===== src/rtl/fetch_unit.sv =====
// Instruction fetch stage: holds the PC, issues single outstanding word
// fetches over a req/ack handshake, presents the fetched instruction to
// decode and the sign extender, and handles branch redirects and flushes.
module fetch_unit #(
    parameter logic [31:0] RESET_PC = 32'h0000_0000
) (
    input  logic        clk,
    input  logic        rst_n,
    output logic        imem_req,
    output logic [31:0] imem_addr,
    input  logic        imem_ack,
    input  logic [31:0] imem_rdata,
    output logic [31:0] instr_out32,
    output logic [31:0] instr_pc,
    output logic        instr_valid,
    input  logic        stall,
    input  logic        branch_taken,
    input  logic [31:0] branch_off,
    input  logic        flush,
    input  logic [31:0] flush_pc
);

    typedef enum logic [1:0] {
        IDLE  = 2'd0,
        FETCH = 2'd1,
        DROP  = 2'd2,
        VALID = 2'd3
    } state_t;

    state_t      r_state;
    state_t      w_state;
    logic        r_req;
    logic [31:0] r_pc;
    logic [31:0] r_pend_pc;
    logic [31:0] r_instr;
    logic [31:0] r_instr_pc;
    logic        r_valid;

    logic        w_req;
    logic [31:0] w_pc;
    logic [31:0] w_pend_pc;
    logic [31:0] w_instr;
    logic [31:0] w_instr_pc;
    logic        w_valid;
    logic [31:0] w_flush_pc;
    logic [31:0] w_branch_pc;

    // Word offset scaled to bytes; the shift drops branch_off[31:30].
    assign w_flush_pc  = flush_pc & ~32'd3;
    assign w_branch_pc = r_instr_pc + (branch_off << 2);

    // Next-state and next-value logic for the fetch FSM and its datapath.
    always_comb begin
        w_state    = r_state;
        w_pc       = r_pc;
        w_pend_pc  = r_pend_pc;
        w_instr    = r_instr;
        w_instr_pc = r_instr_pc;
        w_valid    = r_valid;
        case (r_state)
            IDLE: begin
                w_state = FETCH;
            end
            FETCH: begin
                if (imem_ack) begin
                    if (flush) begin
                        w_pc = w_flush_pc;
                    end else begin
                        w_instr    = imem_rdata;
                        w_instr_pc = r_pc;
                        w_pc       = r_pc + 32'd4;
                        w_valid    = 1'b1;
                        w_state    = VALID;
                    end
                end else if (flush) begin
                    // Bus transfer cannot be abandoned; remember where to restart.
                    w_pend_pc = w_flush_pc;
                    w_state   = DROP;
                end
            end
            DROP: begin
                if (flush) begin
                    w_pend_pc = w_flush_pc;
                end
                if (imem_ack) begin
                    w_pc    = flush ? w_flush_pc : r_pend_pc;
                    w_state = FETCH;
                end
            end
            VALID: begin
                if (flush) begin
                    w_valid = 1'b0;
                    w_pc    = w_flush_pc;
                    w_state = FETCH;
                end else if (!stall) begin
                    w_valid = 1'b0;
                    w_state = FETCH;
                    if (branch_taken) begin
                        w_pc = w_branch_pc;
                    end
                end
            end
            default: begin
                w_state = IDLE;
            end
        endcase
        w_req = (w_state == FETCH) || (w_state == DROP);
    end

    // State register.
    always_ff @(posedge clk or negedge rst_n) begin
        if (!rst_n) begin
            r_state <= IDLE;
        end else begin
            r_state <= w_state;
        end
    end

    // Registered datapath and outputs.
    always_ff @(posedge clk or negedge rst_n) begin
        if (!rst_n) begin
            r_req      <= 1'b0;
            r_pc       <= RESET_PC & ~32'd3;
            r_pend_pc  <= '0;
            r_instr    <= '0;
            r_instr_pc <= '0;
            r_valid    <= 1'b0;
        end else begin
            r_req      <= w_req;
            r_pc       <= w_pc;
            r_pend_pc  <= w_pend_pc;
            r_instr    <= w_instr;
            r_instr_pc <= w_instr_pc;
            r_valid    <= w_valid;
        end
    end

    assign imem_req    = r_req;
    assign imem_addr   = r_pc;
    assign instr_out32 = r_instr;
    assign instr_pc    = r_instr_pc;
    assign instr_valid = r_valid;

endmodule


===== config.mk =====
export PLATFORM = sky130hd
export DESIGN_NAME = fetch_unit
export DESIGN_NICKNAME = d
export VERILOG_FILES = /design/src/rtl/fetch_unit.sv
export SDC_FILE = /design/constraint.sdc
export NUM_CORES = 1
export LEC_CHECK = 0
export CAP_MARGIN = 40
export CORE_MARGIN = 5
export CORE_UTILIZATION = 54
export DETAILED_ROUTE_END_ITERATION = 16
export PLACE_DENSITY = 0.91
export SKIP_CTS_REPAIR_TIMING = 1
export SYNTH_ARGS = -nofsm -noshare
export SYNTH_HDL_FRONTEND = slang
export SYNTH_SLANG_ARGS = --single-unit

===== constraint.sdc =====
create_clock -name clk -period 7.9 [get_ports clk]
set_input_delay 0.79 -clock clk [delete_from_list [all_inputs] [get_ports clk]]
set_output_delay 0.79 -clock clk [all_outputs]
set_load 0.01 [all_outputs]

After elaboration in Yosys (flattened, before gate mapping):

Cells that the tools add are included.

* bits in registers: 132
* input bits: 102
* bits in read-only memories: 0
* output and inout bits: 98
* word-level logic and storage cells: 52
* latch bits: 0
* memories kept: 0
* bits in writable memories: 0

* muxes and demuxes: 22
* $mul: 0
* add/sub/neg operators: 2
* equal/unequal tests: 11
* magnitude comparators: 0
* shift operators: 0
* reductions and logical operators: 9
* bitwise operators: 1
* div/mod/pow operators: 0

Operators by type and width (count)
* 2-to-1 mux 32 bit: 8
* case mux 32 bit (3 select lines): 1
* case mux 32 bit (2 select lines): 1
* adder 32 x 3 -> 32 bit (second input constant): 1
* adder 32 bit: 1
* 2-to-1 mux 2 bit: 6
* != test 2 bit (second input constant): 4
* case mux 2 bit (4 select lines): 1
* equality test 2 bit (second input constant): 3
* != test 3 bit (second input constant): 2
* AND reduction 5 bit: 1
* equality test 2 x 1 -> 1 bit (second input constant): 2
* 2-to-1 mux 1 bit: 4
* AND reduction 4 bit: 1
* nonzero test 2 bit: 2
* AND reduction 3 bit: 1
* nonzero test 3 bit: 1
* logical NOT 2 bit: 1
* case mux 1 bit (2 select lines): 1
* AND reduction 2 bit: 1
* logical OR 1 bit: 1
* inverter 1 bit: 1

Depth between registers and ports, before layout:

Gate-level depths: netlist of run 1.

* depth in word-level cells: 5
* depth in mapped cells: 9
* depth with buffers taken out: 9

Least setup slack after synthesis of run 1:

Ideal clock, no wire load.

* kind: input -> register
* start point: input branch_off[16]
* end point: register r_pc[31] (netlist: imem_addr[31])
* buffers on the path: 1
* required time: 7774 ps
* stages on the path: 8
* slack: 4948 ps
* setup time: 126 ps
* data arrival time: 2826 ps
* cell sequence: ha_1 -> buf_4 -> and3_1 -> a311o_1 -> a2111o_1 -> o211ai_2 -> mux2_2 -> o32a_1

* longest elaborated chain between the ends: 5

Ends and longest elaborated chain
* start: declaration: line 18 `input logic [31:0] branch_off,`
* adder 32 bit: line 50 `assign w_branch_pc = r_instr_pc + (branch_off << 2);`
* 2-to-1 mux 32 bit: line 98 `if (branch_taken) begin`
* 2-to-1 mux 32 bit: line 95 `end else if (!stall) begin`
* 2-to-1 mux 32 bit: line 91 `if (flush) begin`
* case mux 32 bit (3 select lines): line 60 `case (r_state)`
* end signal: assignment: line 123 `r_pc <= RESET_PC & ~32'd3;`
* end signal: assignment: line 130 `r_pc <= w_pc;`
* end: declaration: line 33 `logic [31:0] r_pc;`

Every way passes these cells. The select of a mux whose other input is x is not followed.
A chain may end at the register's enable or synchronous reset.

Final worst setup path of run 1:

* start point: input branch_off[0]
* end point: register r_pc[30] (netlist: imem_addr[30])

The elaborated chain is that of the path after synthesis.

==> key figures, run 1 <==
Job
  – Max cap viols: 0

Global route
  – Tot GR Track Use: 0.276
  – Gr ovfl total: 0
  – First-pass GRT wire length: 39.5 mm
  – Number of global-route vias before repair: 7497
  – Initial antenna violation count: 0
  – Largest net degree at the start of global routing: 70

CTS
  – Clk buf depth: 2
  – Clock Latency Late Sink: 0.43 ns
  – TritonCTS clock tree: yes
  – Worst-path clk slew: 0.06 ns
  – TritonCTS Buffers: 17
  – CTS root buf: clkbuf_16
  – CTS Sinks: 132
  – H-tree depth: 4

Cells and area
  – FF+latch area: 3300 µm²
  – Number of diodes: 0
  – Layout cells sized above 1: 0.159
  – Final Instance Area: 10700 µm²
  – Final core utilization: 0.741
  – Final layout net count: 1101
  – Area of the multi-input gates: 4440 µm²
  – P&R area growth vs syn: 34.8%
  – Fill cells: 978

Floorplan
  – Num rows: 44
  – Die X: 131 µm
  – Overall die area: 17300 µm²
  – Core ar.: 14500 µm²
  – Starting Density: 0.550
  – Die Span Y: 131 µm
  – # IOs: 200

Synthesis
  – Total number of yosys warnings: 0
  – Area contributors post-synth: dfrtp_1 42%, mux2_2 13%, ha_1 4.7%, o21ai_0 3.3%, nand2_1 3.1%
  – Syn Inst Count: 790
  – Most common cell in the netlist: dfrtp_1
  – Sequential element share of the synthesized area: 0.415
  – Post-synth EDFFs: 0
  – Seq cells post-synth: 132
  – Share of the synthesized area in the top cell type: 0.415
  – Top post-synthesis cells by count: 132 x dfrtp_1, 95 x mux2_2, 66 x nand2_1
  – Syn nets: 923
  – Ys async rst share: 1.00
  – Area leader, netlist: dfrtp_1
  – Syn Area/Cell: 10.1 µm²
  – Library cells used by synthesis: 75
  – Mapped Area: 7960 µm²
  – Top_reg_cell synth: dfrtp_1

Placement
  – Area after DPL: 10000 µm²
  – Pre-CTS setup slack: 4.12 ns
  – Port-buffer cells: 195
  – GPL Wtd Cong: 0.934
  – Dpl hpwl: 16.9 mm

Setup path
  – CP bufs+invs: 1
  – CP max stage delay: 0.46 ns
  – Critical Path, Cell by Cell: clkdlybuf4s50_1 > ha_1 > fa_1 > a21oi_1 > nor3b_1 > o2111ai_1 > a21oi_1 > o211ai_1 > or4_1 > nand3_1
  – CP endpoint kind: register
  – Most frequent CP cell: a21oi_1
  – Required @ worst endpoint: 8.26 ns
  – Worst path top cell family by delay: compound AO/OA/AOI/OAI gates
  – CP Class: input pin to register
  – Arr. time, crit path: 3.88 ns
  – Worst path slowest cell: clkdlybuf4s50_1
  – CP Launch Type: input pin
  – Max FO, Critical Path: 4

STA
  – Final setup TNS: 0 ns
  – Max-slew violations: 0
  – RSZ-0062 raised after global routing: false
  – Max-Slew Margin vs Limit: 0.360
  – Final hold violations: 0
  – Crit share post-route: 0.445
  – Final setup viols: 0
  – F_max: 284 MHz
  – Final worst setup slack: 4.38 ns
  – Setup Skew: 0.00865 ns
  – Min Tclk post-route: 3.52 ns
  – Worst Tran Pin Value: 0.957 ns

Routing
  – Wirelength per Cell: 20.9 µm
  – Vias per inst: 6.45
  – Total Routed Length: 24.3 mm
  – Initial DRT Pass Iterations: 8
  – DRT antenna net count: 0
  – Residual DRC: 0
  – Initial detailed-routing violation count: 948
  – DR vias: 7517

Run status
  – Outcome: finished clean

Power
  – Lkg Pwr: 4.50 nW
  – Power, Total: 4.05 mW
  – Maximum vdd drop: 0.000185 V
  – Pwr Density: 377 nW/µm²

Worst hold path
  – Hold WC Path Type: input pin to asynchronous set/reset pin
[metrics by stage]
stage / hold slack, ns / instances
global placement: 0.468 / 1132
global route: 0.427 / 1165
CTS: 0.403 / 1165
floorplan: 0.453 / 790
finish: 0.368 / 1165
detailed placement: 0.477 / 1133
[cell families after synthesis]
logic type / share of synthesized area
XOR/XNOR: 0.0242
AO/OA/AOI/OAI: 0.200
AND/OR/NAND/NOR: 0.137
multiplexers: 0.146
adder cells (fa/ha/maj): 0.0497
buffers and inverters: 0.0283
flip-flops: 0.415
[final cells by class]
class	count	area share
clock buffer	19	0.0422
sequential	132	0.308
clock inverter	13	0.0236
multi-input combinational	606	0.414
timing repair buffer	203	0.188
inverter	8	0.00280
tap	184	0.0215
[flip-flops by register name, indices dropped and copies added (netlist names)]
signal and count:
imem_addr 32, instr_out32 32, instr_pc 32, r_pend_pc 32, r_state 2, imem_req 1
instr_valid 1
[worst paths after layout]
path | from | end | slack, ns | depth (start not counted)
setup reg to reg | r_state[0]$_DFF_PN0_ | instr_out32[0]$_DFFE_PN0P_ | 4.67 | 4
min in group clk | r_pend_pc[1]$_DFFE_PN0P_ | r_pend_pc[1]$_DFFE_PN0P_ | 0.50 | 1
hold reg to reg | r_pend_pc[1]$_DFFE_PN0P_ | r_pend_pc[1]$_DFFE_PN0P_ | 0.50 | 1
max in group asynchronous | rst_n | instr_pc[29]$_DFFE_PN0P_ | 6.25 | 2
setup / recovery | branch_off[0] | imem_addr[30]$_DFFE_PN0P_ | 4.38 | 10
hold / removal | rst_n | instr_pc[10]$_DFFE_PN0P_ | 0.37 | 1
[layout by cell type, fill, tap and decap left out, types with 12 or more instances in the layout]
cell	netlist	layout
a21o_1	17	17
a22oi_1	19	19
nand3_1	28	28
clkbuf_16	0	17
a211oi_1	13	13
nor2_1	51	51
a21oi_1	43	42
xnor2_1	12	12
mux2_2	95	95
ha_1	30	30
o21ai_0	53	53
nand2_1	66	66
dfrtp_1	132	132
clkdlybuf4s50_1	0	194
[layer usage]
metal / GRT usage / wire, µm
met1: 0.354 / 9700
met2: 0.433 / 11200
met3: 0.0940 / 2730
met4: 0.106 / 704
met5: 0 / 0
[where the power goes]
group,internal (mW),switching (mW),leakage [nW],total (mW)
Combinational,0.948,0.904,2.56,1.85
Clock,0.640,0.311,0.339,0.951
Sequential,0.946,0.296,1.60,1.24
Total,2.53,1.51,4.50,4.05
[worst reg2reg max path, stage by stage, from the launching register on]
cell	delay, ns
dfrtp_1	0.73
clkinv_1	0.51
nor3_4	0.71
buf_4	0.68
mux2_2	0.48
Power figures use the tool's default switching activity.
==> inputs of run 2 (changes only) <==
--- a/config.mk
+++ b/config.mk
@@ -7,9 +7,9 @@
 export LEC_CHECK = 0
 export CAP_MARGIN = 40
 export CORE_MARGIN = 5
-export CORE_UTILIZATION = 54
+export CORE_UTILIZATION = 45
 export DETAILED_ROUTE_END_ITERATION = 16
-export PLACE_DENSITY = 0.91
+export PLACE_DENSITY = 0.81
 export SKIP_CTS_REPAIR_TIMING = 1
 export SYNTH_ARGS = -nofsm -noshare
 export SYNTH_HDL_FRONTEND = slang
==> constraint.sdc (replaced) <==
create_clock -name clk -period 2.9 [get_ports clk]
set_input_delay 0.29 -clock clk [delete_from_list [all_inputs] [get_ports clk]]
set_output_delay 0.29 -clock clk [all_outputs]
set_load 0.01 [all_outputs]
==> run 2 against run 1 <==
  * Global-route usage decreased by 3.2 points
  * Utilization is 10 points lower
  * Sequential power rose to 2.7 times the previous value
  * Combinational power grew to 2.9 times the previous value
  * Clock power is 120% higher
  * Sequential share of layout area down 0.84 points
  * Largest cell class unchanged
  * Highest routed layer is now met5
==> key figures, run 2 (same netlist as run 1, synthesis figures left out) <==
Placement
  – Port-buffer cells: 195 (unchanged)
  – Area after DPL: 10500 µm² (was 10000 µm²)
  – GPL Wtd Cong: 0.941 (was 0.934)
  – Dpl hpwl: 18.3 mm (was 16.9 mm)

Power
  – Lkg Pwr: 4.67 nW (was 4.50 nW)
  – Maximum vdd drop: 0.000484 V (was 0.000185 V)
  – Pwr Density: 987 nW/µm² (was 377 nW/µm²)

Routing
  – DRT antenna net count: 0 (unchanged)
  – DR vias: 7504 (was 7517)
  – Wirelength per Cell: 19.9 µm (was 20.9 µm)
  – Initial detailed-routing violation count: 645 (was 948)
  – Residual DRC: 0 (unchanged)
  – Initial DRT Pass Iterations: 6 (was 8)
  – Vias per inst: 5.98 (was 6.45)
  – Total Routed Length: 25.0 mm (was 24.3 mm)

Job
  – Max cap viols: 0 (unchanged)

Setup path
  – Required @ worst endpoint: 3.26 ns (was 8.26 ns)
  – Worst path slowest cell: or4_1 (was clkdlybuf4s50_1)
  – FF-to-FF setup slack: 0.11 ns (was 4.67 ns)
  – CP bufs+invs: 0 (was 1)
  – CP Launch Point: instr_pc[2]$_DFFE_PN0P_ (was branch_off[0])
  – Crit path capture: imem_addr[30]$_DFFE_PN0P_ (unchanged)
  – Arr. time, crit path: 3.15 ns (was 3.88 ns)
  – WP depth: 9 (was 10)
  – CP max stage delay: 0.45 ns (was 0.46 ns)
  – R2r startpoint: instr_pc[2]$_DFFE_PN0P_ (was r_state[0]$_DFF_PN0_)
  – Critical Path, Cell by Cell: ha_1 > fa_1 > a21oi_2 > nor3b_1 > o2111ai_1 > a21oi_1 > o211ai_1 > or4_1 > nand3_1 (was clkdlybuf4s50_1 > ha_1 > fa_1 > a21oi_1 > nor3b_1 > o2111ai_1 > a21oi_1 > o211ai_1 > or4_1 > nand3_1)
  – CP Launch Type: register (was input pin)
  – Worst R2R Path Depth: 9 (was 4)
  – Max FO, Critical Path: 4 (unchanged)
  – CP endpoint kind: register (unchanged)
  – CP Class: register to register (was input pin to register)
  – FF-to-FF End: imem_addr[30]$_DFFE_PN0P_ (was instr_out32[0]$_DFFE_PN0P_)
  – Worst path top cell family by delay: compound AO/OA/AOI/OAI gates (unchanged)

CTS
  – Clock Latency Late Sink: 0.42 ns (was 0.43 ns)
  – TritonCTS Buffers: 17 (unchanged)
  – H-tree depth: 4 (unchanged)
  – Worst-path clk slew: 0.06 ns (about the same)
  – CTS Sinks: 132 (unchanged)
  – CTS root buf: clkbuf_16 (unchanged)
  – TritonCTS clock tree: yes (unchanged)
  – Clk buf depth: 2 (unchanged)

Floorplan
  – Num rows: 48 (was 44)
  – Core ar.: 17300 µm² (was 14500 µm²)
  – # IOs: 200 (unchanged)
  – Die X: 143 µm (was 131 µm)
  – Starting Density: 0.460 (was 0.550)
  – Overall die area: 20400 µm² (was 17300 µm²)
  – Die Span Y: 143 µm (was 131 µm)

STA
  – Min Tclk post-route: 2.79 ns
  – F_max: 358 MHz
  – Final setup viols: 0 (unchanged)
  – Final setup TNS: 0 ns (unchanged)
  – Crit share post-route: 0.963
  – Worst Tran Pin Value: 0.755 ns (was 0.957 ns)
  – Max-slew violations: 0 (unchanged)
  – Max-Slew Margin vs Limit: 0.495 (was 0.360)
  – RSZ-0062 raised after global routing: false (unchanged)
  – Final hold violations: 0 (unchanged)
  – Setup Skew: 0.0107 ns (was 0.00865 ns)

Global route
  – First-pass GRT wire length: 39.7 mm (was 39.5 mm)
  – Tot GR Track Use: 0.244 (was 0.276)
  – Gr ovfl total: 0 (unchanged)
  – Largest net degree at the start of global routing: 83 (was 70)
  – Initial antenna violation count: 1 (was 0)
  – Number of global-route vias before repair: 7566 (was 7497)

Worst hold path
  – Hold Path Depth: 2
  – HP Start: flush
  – Hold WC Path Type: input pin to register (was input pin to asynchronous set/reset pin)

Cells and area
  – P&R area growth vs syn: 38.5% (was 34.8%)
  – Fill cells: 1411 (was 978)
  – Most common cell after layout, fill and taps aside: clkdlybuf4s50_1 (unchanged)
  – Final Instance Area: 11000 µm² (was 10700 µm²)
  – Commonest cells after routing, fill and taps aside: 193 x clkdlybuf4s50_1, 132 x dfrtp_1, 95 x mux2_2 (was 194 x clkdlybuf4s50_1, 132 x dfrtp_1, 95 x mux2_2)
  – Final layout net count: 1150 (was 1101)
  – Final core utilization: 0.637 (was 0.741)
  – Number of diodes: 0 (unchanged)
  – Layout cells sized above 1: 0.196 (was 0.159)

Run status
  – Outcome: finished clean (unchanged)
-- run 2: cell count changes in the layout (fill, tap and decap cells not counted), sizes merged --
cell           change
buf               +48
bufinv             -5
clkbuf             +3
clkdlybuf4s50      -1
clkinv             +2
dlygate4sd3        +1
-- run 2: layout make-up --
cell class	count	area (µm²)	area share
clock buffers	21	450	0.0409
clock inverters	10	109	0.00987
inverters	8	30.0	0.00272
multi-input cells	606	4450	0.403
flip-flops and latches	132	3300	0.300
well taps	225	282	0.0255
repair buffers	252	2400	0.218
-- run 2: where the power goes --
| part | total (mW) | switching (mW) | leakage [nW] | internal, mW |
|---|---|---|---|---|
| Combinational | 5.43 | 2.55 | 2.81 | 2.87 |
| Clock | 2.11 | 0.835 | 0.272 | 1.28 |
| Sequential | 3.35 | 0.767 | 1.60 | 2.58 |
-- run 2: how the worst min path moves through the flow --
stage                                   to
6_report          imem_addr[0]$_DFFE_PN0P_
5_1_grt           imem_addr[0]$_DFFE_PN0P_
4_1_cts        instr_out32[28]$_DFFE_PN0P_
3_5_place_dp   instr_out32[28]$_DFFE_PN0P_
3_3_place_gp   instr_out32[28]$_DFFE_PN0P_
2_1_floorplan     imem_addr[0]$_DFFE_PN0P_
-- run 2: routing by layer --
layer  vias up  wire (µm)  GRT usage
li1       3443          -          -
met1      3613       9990      0.315
met2       386      11600      0.398
met3        60       2830     0.0814
met4         2        540     0.0630
met5         -         11          0
-- run 2: stage by stage --
stage / total power, mW / worst slack, ns / hold WS (ns) / std cells
global placement: 8.58 / -0.177 / 0.265 / 1222
CTS: 10.9 / 0.114 / -0.180 / 1253
floorplan: 6.14 / 0.294 / -0.00559 / 790
global route: 11.5 / 0.0545 / 0.376 / 1254
finish: 10.9 / 0.108 / 0.369 / 1254
detailed placement: 8.72 / -0.213 / 0.268 / 1222
